<file path="config.mk">
export PLATFORM = sky130hd
export DESIGN_NAME = imm_encoder_loader
export DESIGN_NICKNAME = d
export VERILOG_FILES = /design/src/rtl/imm_encoder_loader.sv
export SDC_FILE = /design/constraint.sdc
export NUM_CORES = 1
export LEC_CHECK = 0
export CAP_MARGIN = 20
export CORE_MARGIN = 4
export CORE_UTILIZATION = 40
export CTS_BUF_LIST = sky130_fd_sc_hd__clkbuf_8
export DETAILED_ROUTE_END_ITERATION = 12
export HOLD_SLACK_MARGIN = 0.1
export SYNTH_ARGS = -nofsm -noshare
export SYNTH_HDL_FRONTEND = slang
export SYNTH_SLANG_ARGS = --single-unit
</file>
<file path="constraint.sdc">
create_clock -name clk -period 4.69 [get_ports clk]
set_input_delay 1.1725 -clock clk [delete_from_list [all_inputs] [get_ports clk]]
set_output_delay 1.1725 -clock clk [all_outputs]
set_load 0.01 [all_outputs]
</file>
<file path="src/rtl/imm_encoder_loader.sv">
// Immediate encoder/loader: range-checks an immediate for the selected field mode,
// packs a 16-bit instruction word and writes it to instruction memory at an auto-incrementing address.
module imm_encoder_loader #(
  parameter logic [15:0] BASE_ADDR = 16'h0000,
  parameter int          ADDR_STEP = 2,
  parameter int          MAX_WORDS = 256
) (
  input  logic        clk,
  input  logic        rst,
  input  logic        in_valid,
  output logic        in_ready,
  input  logic [2:0]  imm_mode,
  input  logic [4:0]  opcode,
  input  logic [2:0]  rs,
  input  logic [2:0]  rd,
  input  logic [15:0] imm,
  input  logic        clr,
  output logic        mem_wr_en,
  output logic [15:0] mem_addr,
  output logic [15:0] mem_data,
  output logic        err,
  output logic [1:0]  err_code,
  output logic        full,
  output logic [8:0]  word_cnt
);

  localparam logic [15:0] STEP    = 16'(ADDR_STEP);
  localparam logic [8:0]  MAX_CNT = 9'(MAX_WORDS);

  typedef enum logic [2:0] {IDLE, CHECK, WRITE, ERROR, FULL} state_t;

  state_t      state_q, state_d;
  logic [2:0]  mode_q, mode_d;
  logic [4:0]  opcode_q, opcode_d;
  logic [2:0]  rs_q, rs_d, rd_q, rd_d;
  logic [15:0] imm_q, imm_d;
  logic [15:0] ptr_q, ptr_d;
  logic [8:0]  cnt_q, cnt_d;
  logic        wr_en_q, wr_en_d;
  logic [15:0] addr_q, addr_d, data_q, data_d;
  logic        err_q, err_d, full_q, full_d;
  logic [1:0]  code_q, code_d;

  logic        legal, fits;
  logic [15:0] packed_word;

  // Sign-extended fields are legal when every bit above the field's sign bit matches it.
  always_comb begin
    legal       = 1'b1;
    fits        = 1'b0;
    packed_word = 16'h0000;
    case (mode_q)
      3'd0: begin
        fits        = ~|imm_q[15:5];
        packed_word = {opcode_q, rs_q, rd_q, imm_q[4:0]};
      end
      3'd1: begin
        fits        = (&imm_q[15:4]) | ~(|imm_q[15:4]);
        packed_word = {opcode_q, rs_q, rd_q, imm_q[4:0]};
      end
      3'd2: begin
        fits        = ~|imm_q[15:8];
        packed_word = {opcode_q, rs_q, imm_q[7:0]};
      end
      3'd3: begin
        fits        = (&imm_q[15:7]) | ~(|imm_q[15:7]);
        packed_word = {opcode_q, rs_q, imm_q[7:0]};
      end
      3'd4: begin
        fits        = (&imm_q[15:10]) | ~(|imm_q[15:10]);
        packed_word = {opcode_q, imm_q[10:0]};
      end
      default: legal = 1'b0;
    endcase
  end

  always_comb begin
    state_d  = state_q;
    mode_d   = mode_q;
    opcode_d = opcode_q;
    rs_d     = rs_q;
    rd_d     = rd_q;
    imm_d    = imm_q;
    ptr_d    = ptr_q;
    cnt_d    = cnt_q;
    wr_en_d  = 1'b0;
    addr_d   = addr_q;
    data_d   = data_q;
    err_d    = err_q;
    code_d   = code_q;
    full_d   = full_q;
    case (state_q)
      IDLE: begin
        if (clr) begin
          ptr_d = BASE_ADDR;
          cnt_d = 9'd0;
        end else if (in_valid) begin
          mode_d   = imm_mode;
          opcode_d = opcode;
          rs_d     = rs;
          rd_d     = rd;
          imm_d    = imm;
          state_d  = CHECK;
        end
      end
      CHECK: begin
        if (!legal) begin
          err_d   = 1'b1;
          code_d  = 2'd3;
          state_d = ERROR;
        end else if (!fits) begin
          err_d   = 1'b1;
          code_d  = 2'd1;
          state_d = ERROR;
        end else begin
          wr_en_d = 1'b1;
          addr_d  = ptr_q;
          data_d  = packed_word;
          state_d = WRITE;
        end
      end
      WRITE: begin
        ptr_d = ptr_q + STEP;
        cnt_d = cnt_q + 9'd1;
        if (cnt_q + 9'd1 == MAX_CNT) begin
          full_d  = 1'b1;
          state_d = FULL;
        end else begin
          state_d = IDLE;
        end
      end
      ERROR: begin
        if (clr) begin
          err_d   = 1'b0;
          code_d  = 2'd0;
          state_d = IDLE;
        end
      end
      FULL: begin
        if (clr) begin
          ptr_d   = BASE_ADDR;
          cnt_d   = 9'd0;
          full_d  = 1'b0;
          err_d   = 1'b0;
          code_d  = 2'd0;
          state_d = IDLE;
        end else if (in_valid) begin
          err_d  = 1'b1;
          code_d = 2'd2;
        end
      end
      default: state_d = IDLE;
    endcase
  end

  always_ff @(posedge clk or posedge rst) begin
    if (rst) begin
      state_q  <= IDLE;
      mode_q   <= 3'd0;
      opcode_q <= 5'd0;
      rs_q     <= 3'd0;
      rd_q     <= 3'd0;
      imm_q    <= 16'h0000;
      ptr_q    <= BASE_ADDR;
      cnt_q    <= 9'd0;
      wr_en_q  <= 1'b0;
      addr_q   <= BASE_ADDR;
      data_q   <= 16'h0000;
      err_q    <= 1'b0;
      code_q   <= 2'd0;
      full_q   <= 1'b0;
    end else begin
      state_q  <= state_d;
      mode_q   <= mode_d;
      opcode_q <= opcode_d;
      rs_q     <= rs_d;
      rd_q     <= rd_d;
      imm_q    <= imm_d;
      ptr_q    <= ptr_d;
      cnt_q    <= cnt_d;
      wr_en_q  <= wr_en_d;
      addr_q   <= addr_d;
      data_q   <= data_d;
      err_q    <= err_d;
      code_q   <= code_d;
      full_q   <= full_d;
    end
  end

  assign in_ready  = (state_q == IDLE);
  assign mem_wr_en = wr_en_q;
  assign mem_addr  = addr_q;
  assign mem_data  = data_q;
  assign err       = err_q;
  assign err_code  = code_q;
  assign full      = full_q;
  assign word_cnt  = cnt_q;

endmodule
</file>
==> impl_metrics.yaml, run 1 <==
worst_hold_path:
  hold_path_class: "flip-flop to flip-flop"
power_and_ir_drop:
  p_clk_frac: 0.212
  irDropWorstVdd_mv: 0.234
  power_leakage_nw: 2.36
  combPwrFrac: 0.340
  internal_power_mw: 2.00
  seqPwrFrac: 0.448
  p_sw_mw: 0.979
  p_per_area_nw_per_um2: 546
  switching_share: 0.329
critical_path:
  crit_fanout: 15
  crit_path_end_kind: "output pin"
  cp-start-kind: "flip-flop"
  cp.required_ns: 3.52
  criticalPathCategory: "flip-flop to output pin"
  arrival_ns: 1.82
logic_synthesis:
  synth_cells: 369
  synth_top_area_cell: "dfrtp_1"
  yosys_warnings: 0
  synth-seq-cells: 93
  yosys-top-cells-area: "dfrtp_1 (54%), mux2_2 (14%), mux2i_1 (3.3%)"
  syn-num-nets: 406
  yosysMostFrequentCell: "dfrtp_1"
  yosys-top-cells-count: "dfrtp_1 (93), mux2_2 (52), nand2_1 (32)"
  synth_ff_type: "dfrtp_1"
  synth_edf_count: 0
  yosysUniqueCellTypes: 51
  ys_seq_area_frac: 0.542
  synth.avg_cell_area_sq_um: 11.6
  synthArstFlopShare: 1.00
  syn-cell-area_sq_um: 4290
  synth_top_area_share: 0.542
floorplanning:
  core-area_sq_um: 10400
  fp.dieW_microns: 112
  floorplan.initialDensity: 0.414
  fp-row-count: 37
  io_pins: 81
  die_y_microns: 112
  die_area_sq_um: 12500
grt:
  grt_pass1_wl_microns: 15300
  antenna_found_initial: 0
  grt_max_degree: 55
  grt_pass1_vias: 3080
  grt_usage: 0.151
  gr-total-overflow: 0
timing:
  final-hold-violation-count: 0
  worstMarginPinSlew_ns: 0.992
  hold_slack_ns: 0.490
  period_share: 0.638
  rsz0062_at_grt: "false"
  finalSetupTns_ns: 0
  setup_violations: 0
  skew_ns: 0.0103
  max_slew_margin: 0.335
  slew_violations: 0
  period_minus_slack_ns: 2.99
  fmax_mhz: 334
status:
  status: "completed"
final_layout:
  num_antenna_cells: 0
  syn_to_final_growth_pct: 27.1
  n_fill_cell: 915
  stdcell_count: 586
  fin_util: 0.526
  fin_nets: 482
  drive_above_1_share: 0.187
drt:
  drtPass1Iterations: 4
  wl_per_cell_microns: 15.1
  num_vias: 2997
  drtIter0Drc: 122
  via_per_inst: 5.11
  ant_nets: 0
  wirelength_microns: 8840
  drcViolationCount: 0
clocking:
  cts_tree: "done"
  hold_buffers: 0
  cts_buffers: 9
  clock_path_buffers: 2
  post_cts_buffers: 0
  htree_levels: 3
  clock_latency_ns: 0.36
  clkTransAtPathRegs_ns: 0.09
  ctsResizeCount: 0
  clock_sinks: 93
  cts_root_buf: "clkbuf_8"
job:
  maxCapViolCount: 0
placement:
  detailed_place_hpwl_microns: 6080
  gp_congestion: 0.777
  dp_cells: 569
  port_buffers: 79
metrics by stage:
step | setup slack (ns) | area, sq um | total power [mW]
detailed placement | 1.61 | 5190 | 2.38
floorplan | 1.10 | 4290 | 1.94
global placement | 1.65 | 5190 | 2.35
finish | 1.70 | 5460 | 2.98
global route | 1.57 | 5460 | 3.19
CTS | 1.64 | 5430 | 3.03
path summary, 6_finish.rpt:
check | start | endpoint | slack (ns) | cells after the start
max | state_q[1]$_DFFE_PP0P_ | in_ready | 1.70 | 2
min | full$_DFFE_PP0P_ | full$_DFFE_PP0P_ | 0.49 | 1
max reg2reg | imm_q[12]$_DFFE_PP0P_ | mem_addr[3]$_DFFE_PP0P_ | 2.03 | 6
min reg2reg | full$_DFFE_PP0P_ | full$_DFFE_PP0P_ | 0.49 | 1
max in group asynchronous | rst | mode_q[1]$_DFFE_PP0P_ | 2.98 | 4
min in group asynchronous | rst | mem_wr_en$_DFF_PP0_ | 0.99 | 2
registers in the layout (all words and copies together), names as in the netlist:
signal     flops
err            1
full           1
mem_data      16
err_code       2
mode_q         3
opcode_q       5
word_cnt       9
mem_addr      15
rd_q           3
mem_wr_en      1
ptr_q         15
imm_q         16
rs_q           3
state_q        3
cells in the final DEF (no fill, tap or decap), drive strengths merged, types with 5 or more instances in the layout:
master         instances
mux2i                 14
nor2                  21
mux2                  52
nand2                 32
nand3                  7
inv                   17
xnor2                  9
dfrtp                 93
o21ai                 20
and2                   5
a21oi                  6
clkdlybuf4s50         79
clkbuf                12
nand4                  5
nor3                  13
kinds of logic after synthesis:
family	synth area share
xor gates and xnor gates	0.0265
adders and majority gates	0.00874
AOI/OAI and AO/OA	0.0909
buffers and inverters	0.0393
other	0.000873
and+or+nand+nor	0.123
muxes	0.169
DFF	0.542
final cells by class:
type                            count  area, sq um  area share
Inverter                           17         65.1      0.0119
Timing Repair Buffer               83          853       0.156
Sequential cell                    93         2330       0.427
Clock buffer                       12          165      0.0303
Clock inverter                      4         77.6      0.0142
Tap cell                          136          170      0.0312
Multi-Input combinational cell    241         1800       0.330
power by group through the flow:
stage	clock (mW)	combinational, mW	sequential [mW]
detailed placement	0	1.03	1.35
finish	0.633	1.01	1.34
floorplan	0	0.634	1.30
global placement	0	1.01	1.34
global route	0.686	1.12	1.39
CTS	0.650	1.04	1.34
worst max-delay path, stage by stage (launching register included):
cell,delay [ns]
dfrtp_1,0.54
nor3_1,0.31
clkdlybuf4s50_1,0.61
per-layer routing:
metal / track usage / wire length (microns) / up-vias
met4: 0.0462 / 79 / 0
met1: 0.197 / 3960 / 1476
met2: 0.242 / 4290 / 68
met3: 0.0451 / 508 / 7
li1: - / - / 1446
met5: 0 / 0 / -
(Power assumes the default switching activity.)
==> inputs of run 2 (changes only) <==
==> constraint.sdc (replaced) <==
create_clock -name clk -period 2.9 [get_ports clk]
set_input_delay 0.725 -clock clk [delete_from_list [all_inputs] [get_ports clk]]
set_output_delay 0.725 -clock clk [all_outputs]
set_load 0.01 [all_outputs]
==> run 2 against run 1 <==
Utilization is 0.21 points lower. Wire length is 1.5% lower. Clock power is 32% higher. Setup slack worse by 1.3 ns. Worst hold slack worse by 0.0025 ns. Via count is 0.50% lower. Critical path type unchanged. Critical endpoint unchanged. Highest routed layer unchanged.
==> impl_metrics.yaml, run 2 (synthesis results as in run 1) <==
grt:
  grt_pass1_vias: 2991
  grt_usage: 0.147
  grt_pass1_wl_microns: 14900
  gr-total-overflow: 0
  antenna_found_initial: 0
  grt_max_degree: 47
clocking:
  cts_root_buf: "clkbuf_8"
  clock_sinks: 93
  clock_latency_ns: 0.36
  cts_buffers: 9
  clkTransAtPathRegs_ns: 0.09
  cts_tree: "done"
  htree_levels: 3
  clock_path_buffers: 2
  ctsResizeCount: 0
  hold_buffers: 0
  post_cts_buffers: 0
timing:
  finalSetupTns_ns: 0
  slew_violations: 0
  period_share: 0.868
  fin_ws_ns: 0.382
  setup_violations: 0
  fmax_mhz: 397
  period_minus_slack_ns: 2.52
  rsz0062_at_grt: "false"
  final-hold-violation-count: 0
  skew_ns: 0.0111
power_and_ir_drop:
  internal_power_mw: 3.09
  p_clk_frac: 0.180
  p_sw_mw: 1.56
  switching_share: 0.335
  combPwrFrac: 0.356
  seqPwrFrac: 0.465
  power_leakage_nw: 2.34
  p_per_area_nw_per_um2: 855
  irDropWorstVdd_mv: 0.451
critical_path:
  crit_path_end_kind: "output pin"
  cp.required_ns: 2.17
  criticalPathCategory: "flip-flop to output pin"
  cp-start-kind: "flip-flop"
  arrival_ns: 1.79
  crit_fanout: 13
drt:
  ant_nets: 0
  num_vias: 2982
  drtIter0Drc: 95
  drcViolationCount: 0
  wl_per_cell_microns: 14.8
  drtPass1Iterations: 4
  wirelength_microns: 8710
  via_per_inst: 5.05
floorplanning:
  floorplan.initialDensity: 0.414
  fp-row-count: 37
  die_y_microns: 112
  fp.dieW_microns: 112
  core-area_sq_um: 10400
  io_pins: 81
  die_area_sq_um: 12500
placement:
  port_buffers: 79
  dpl-instance-area_sq_um: 5250
  detailed_place_hpwl_microns: 6230
  place_ws_ns: 0.433
  gp_congestion: 0.747
status:
  status: "completed"
job:
  maxCapViolCount: 0
final_layout:
  num_antenna_cells: 0
  final_common_cell: "dfrtp_1"
  drive_above_1_share: 0.194
  final_cell_mix: "dfrtp_1 (93), clkdlybuf4s50_1 (79), mux2_2 (52), nand2_1 (32), nor2_1 (20)"
  n_fill_cell: 983
  seq_area_sq_um: 2330
  fin_util: 0.524
  stdcell_area_sq_um: 5440
  multi_input_area_sq_um: 1800
  fin_nets: 487
  syn_to_final_growth_pct: 26.6
worst_hold_path:
  hold_path_class: "flip-flop to flip-flop"
==> run 2: final timing paths <==
kind                                         from                 endpoint  slack (ns)  cells past startpoint
max                        state_q[2]$_DFFE_PP0P_                 in_ready        0.38                      2
min                              full$_DFFE_PP0P_         full$_DFFE_PP0P_        0.49                      1
max reg2reg                 imm_q[11]$_DFFE_PP0P_  mem_addr[3]$_DFFE_PP0P_        0.64                      6
min reg2reg                      full$_DFFE_PP0P_         full$_DFFE_PP0P_        0.49                      1
max in group asynchronous                     rst     imm_q[3]$_DFFE_PP0P_        1.71                      3
min in group asynchronous                     rst  word_cnt[7]$_DFFE_PP0P_        0.66                      2
==> run 2: cell type report <==
class / instances / area share
Multi-Input combinational cell: 241 / 0.331
Timing Repair Buffer: 88 / 0.163
Sequential cell: 93 / 0.428
Clock buffer: 9 / 0.0228
Clock inverter: 6 / 0.0120
Inverter: 17 / 0.0124
Tap cell: 136 / 0.0313
==> run 2: power groups by stage <==
stage	Sequential, mW	Combinational [mW]	Clock (mW)
floorplan	2.11	1.03	0
global placement	2.18	1.65	0
detailed placement	2.19	1.68	0
CTS	2.17	1.69	0.872
global route	2.24	1.83	0.929
finish	2.16	1.65	0.834
==> run 2: metrics by stage <==
step	cells	hold slack (ns)	power (mW)
global route	590	0.509	5.00
global placement	575	0.468	3.83
CTS	590	0.495	4.73
detailed placement	575	0.470	3.87
finish	590	0.488	4.65
floorplan	369	0.479	3.13
==> run 2: routing by layer <==
| metal | track usage | up-vias | wire length (microns) |
|---|---|---|---|
| li1 | - | 1450 | - |
| met3 | 0.0565 | 6 | 569 |
| met2 | 0.233 | 67 | 4160 |
| met5 | 0 | - | 0 |
| met4 | 0.0422 | 0 | 68 |
| met1 | 0.189 | 1459 | 3910 |
==> run 2: worst max-delay path, cell delays in order (launching register included) <==
cell	delay, ns
dfrtp_1	0.52
nor3_1	0.29
clkdlybuf4s50_1	0.62
==> inputs of run 3 (changes only) <==
--- a/config.mk
+++ b/config.mk
@@ -11,6 +11,7 @@
 export CTS_BUF_LIST = sky130_fd_sc_hd__clkbuf_8
 export DETAILED_ROUTE_END_ITERATION = 12
 export HOLD_SLACK_MARGIN = 0.1
+export SLEW_MARGIN = 20
 export SYNTH_ARGS = -nofsm -noshare
 export SYNTH_HDL_FRONTEND = slang
 export SYNTH_SLANG_ARGS = --single-unit
==> results of run 3 <==
The final DEF is identical to that of run 2; final timing and power are the same.
==> RTL change (flow settings as in run 3) <==
Register the input `imm_mode` before use, without a reset. The logic sees it one clock later. The other inputs are not delayed to match.
--- a/src/rtl/imm_encoder_loader.sv
+++ b/src/rtl/imm_encoder_loader.sv
@@ -30,4 +30,10 @@
   typedef enum logic [2:0] {IDLE, CHECK, WRITE, ERROR, FULL} state_t;
 
+  logic [2:0] imm_mode_q;
+
+  always_ff @(posedge clk) begin
+    imm_mode_q <= imm_mode;
+  end
+
   state_t      state_q, state_d;
   logic [2:0]  mode_q, mode_d;
@@ -96,5 +102,5 @@
           cnt_d = 9'd0;
         end else if (in_valid) begin
-          mode_d   = imm_mode;
+          mode_d   = imm_mode_q;
           opcode_d = opcode;
           rs_d     = rs;
Behaviour: not the same (a bounded check fails within 4 cycles, from zero or initial values and one cycle with rst high).
==> RTL change against run 3 <==
  * Sequential cell count increased by 3
  * Power fell by 4.1%
  * Area after synthesis is 1.2% higher
  * Clock skew rose by 0.0026 ns
  * Largest power group unchanged
  * Global-route usage shrank 0.35 points
  * Critical path type unchanged
  * Setup slack improved by 0.042 ns
  * Cell area increased by 1.9%
  * Core utilization grew 0.52 points
  * Wire length up 0.31%
==> RTL change: results (changes against run 3) <==
| Metric | Value |
|---|---|
| Status | `complete, no violations` |
| Crit-path slowest cell | `clkdlybuf4s50_1` |
| Share of cells above drive strength 1 | `21.1% (+1.7 points)` |
| First-pass GRT wire length | `14.9 mm (unchanged)` |
| Met3 Routed Length | `451 um (-21%)` |
| Max VDD drop | `0.351 mV (-22%)` |
| CP startpoint | `state_q[1]` |
| Htree depth | `3 (unchanged)` |
| Worst Skew | `0.0138 ns (+0.00262 ns)` |
| Drt pass-1 iters | `5 (+1)` |
| Synth cell types | `50 (-2.0%)` |
| CTS resizes | `0 (unchanged)` |
| CP Capture Type | `output port` |
| Top cells by area, synth | `dfrtp_1 54%, mux2_4 10%, mux2_2 8.3%, o21ai_0 2.4%, nand2_1 2.1%` |
| Hold Path End | `mode_q[0]` |
| WHS | `0.469 ns (-0.0191 ns)` |
| Highest routed layer | `met4` |
| Met2 wire length | `4.08 mm (-1.9%)` |
| Placer Congestion | `0.798 (+7.0%)` |
| Worst Setup EP | `in_ready` |
| Hold_sp | `imm_mode_q[0]` |
| Async SR Flop Fraction | `96.9% (-3.1 points)` |
| Via/cell ratio | `5.09 (+0.72%)` |
| Met1 wire length | `4.10 mm (+4.9%)` |
| P_leak | `2.45 nW (+4.8%)` |
| Gr usage total | `14.4% (-0.35 points)` |
| Worst r2r src | `mode_q[0]` |
| Post-synth net total | `385 (-5.2%)` |
| # fillers | `957 (-2.6%)` |
| Vias in the first global route | `2964 (-0.90%)` |
| Pre-CTS setup slack | `0.201 ns (-0.232 ns)` |
| 1st-iter DRT viols | `73 (-23%)` |
| Hold Path Depth | `1 (unchanged)` |
| ANT cells | `0 (unchanged)` |
| Worst EP arrival | `1.75 ns (-0.04 ns)` |
| Placed Area | `5340 um2 (+1.8%)` |
| Syn Inst Count | `349 (-5.4%)` |
| Largest net degree at the start of global routing | `33 (-30%)` |
| Final Net Count | `468 (-3.9%)` |
| DP Cell Count | `557 (-3.1%)` |
| Post-CTS setup buffers | `0 (unchanged)` |
| Post-synthesis sequential area ratio | `54.9% (+0.74 points)` |
| Initial antenna violation count | `0 (unchanged)` |
| Reg2reg end | `mem_addr[2]` |
| Crit-path max FO | `12 (-1)` |
| CTS max path bufs | `2 (unchanged)` |
| DP HPWL | `6.17 mm (-0.92%)` |
| Fin cells | `573 (-2.9%)` |
| Clock-pin slew on the worst setup and hold paths | `0.09 ns (about the same)` |
| Root buf cell | `clkbuf_8` |
| WL/cell | `15.2 um (+3.3%)` |
| Slew at the pin with the worst max-slew slack | `0.657 ns` |
| R2r setup slk | `0.54 ns (-0.10 ns)` |
| I/O Buffers | `79 (unchanged)` |
| Final worst path period need | `2.48 ns (-0.0416 ns)` |
| Synth top cells by count | `93 x dfrtp_1, 32 x mux2_2, 29 x mux2_4, 24 x nand2_1, 24 x nor2_1` |
| Slowest cell delay on critical path | `0.59 ns (-0.03 ns)` |
| Multi-input gate area | `1840 um2 (+2.5%)` |
| Worst Hold Class | `reg -> reg` |
==> RTL change: cells by family after synthesis <==
family	synth area share, %
compound gates	8.00
xor+xnor	2.42
fa+ha+maj	0.576
buf+inv	2.85
flops	54.9
mux	19.2
other cells	0.0863
simple gates	11.9
==> RTL change: cell type report <==
cell class                      instances  share of cell area, %
Multi-Input combinational cell        229                   33.3
Clock inverter                          6                   1.11
Tap cell                              136                   3.07
Timing Repair Buffer                   87                   16.3
Sequential cell                        96                   43.1
Clock buffer                           10                   2.49
Inverter                                9                  0.678
==> RTL change: worst max-delay path: cells and delay by family (launching register included) <==
kind          cells  cell delay (ns)
simple gates      1             0.29
buf+inv           1             0.59
flops             1             0.51
==> RTL change: routing by layer <==
layer  up-vias  global-route usage [%]
li1       1413                       -
met1      1430                    20.1
met2        62                    21.7
met3        12                    4.42
met4         0                    3.85
met5         -                       0
==> RTL change: power by group <==
group	internal, mW	total (mW)	switching [mW]
registers	1.73	2.10	0.372
logic	0.863	1.47	0.611
clock network	0.418	0.884	0.466
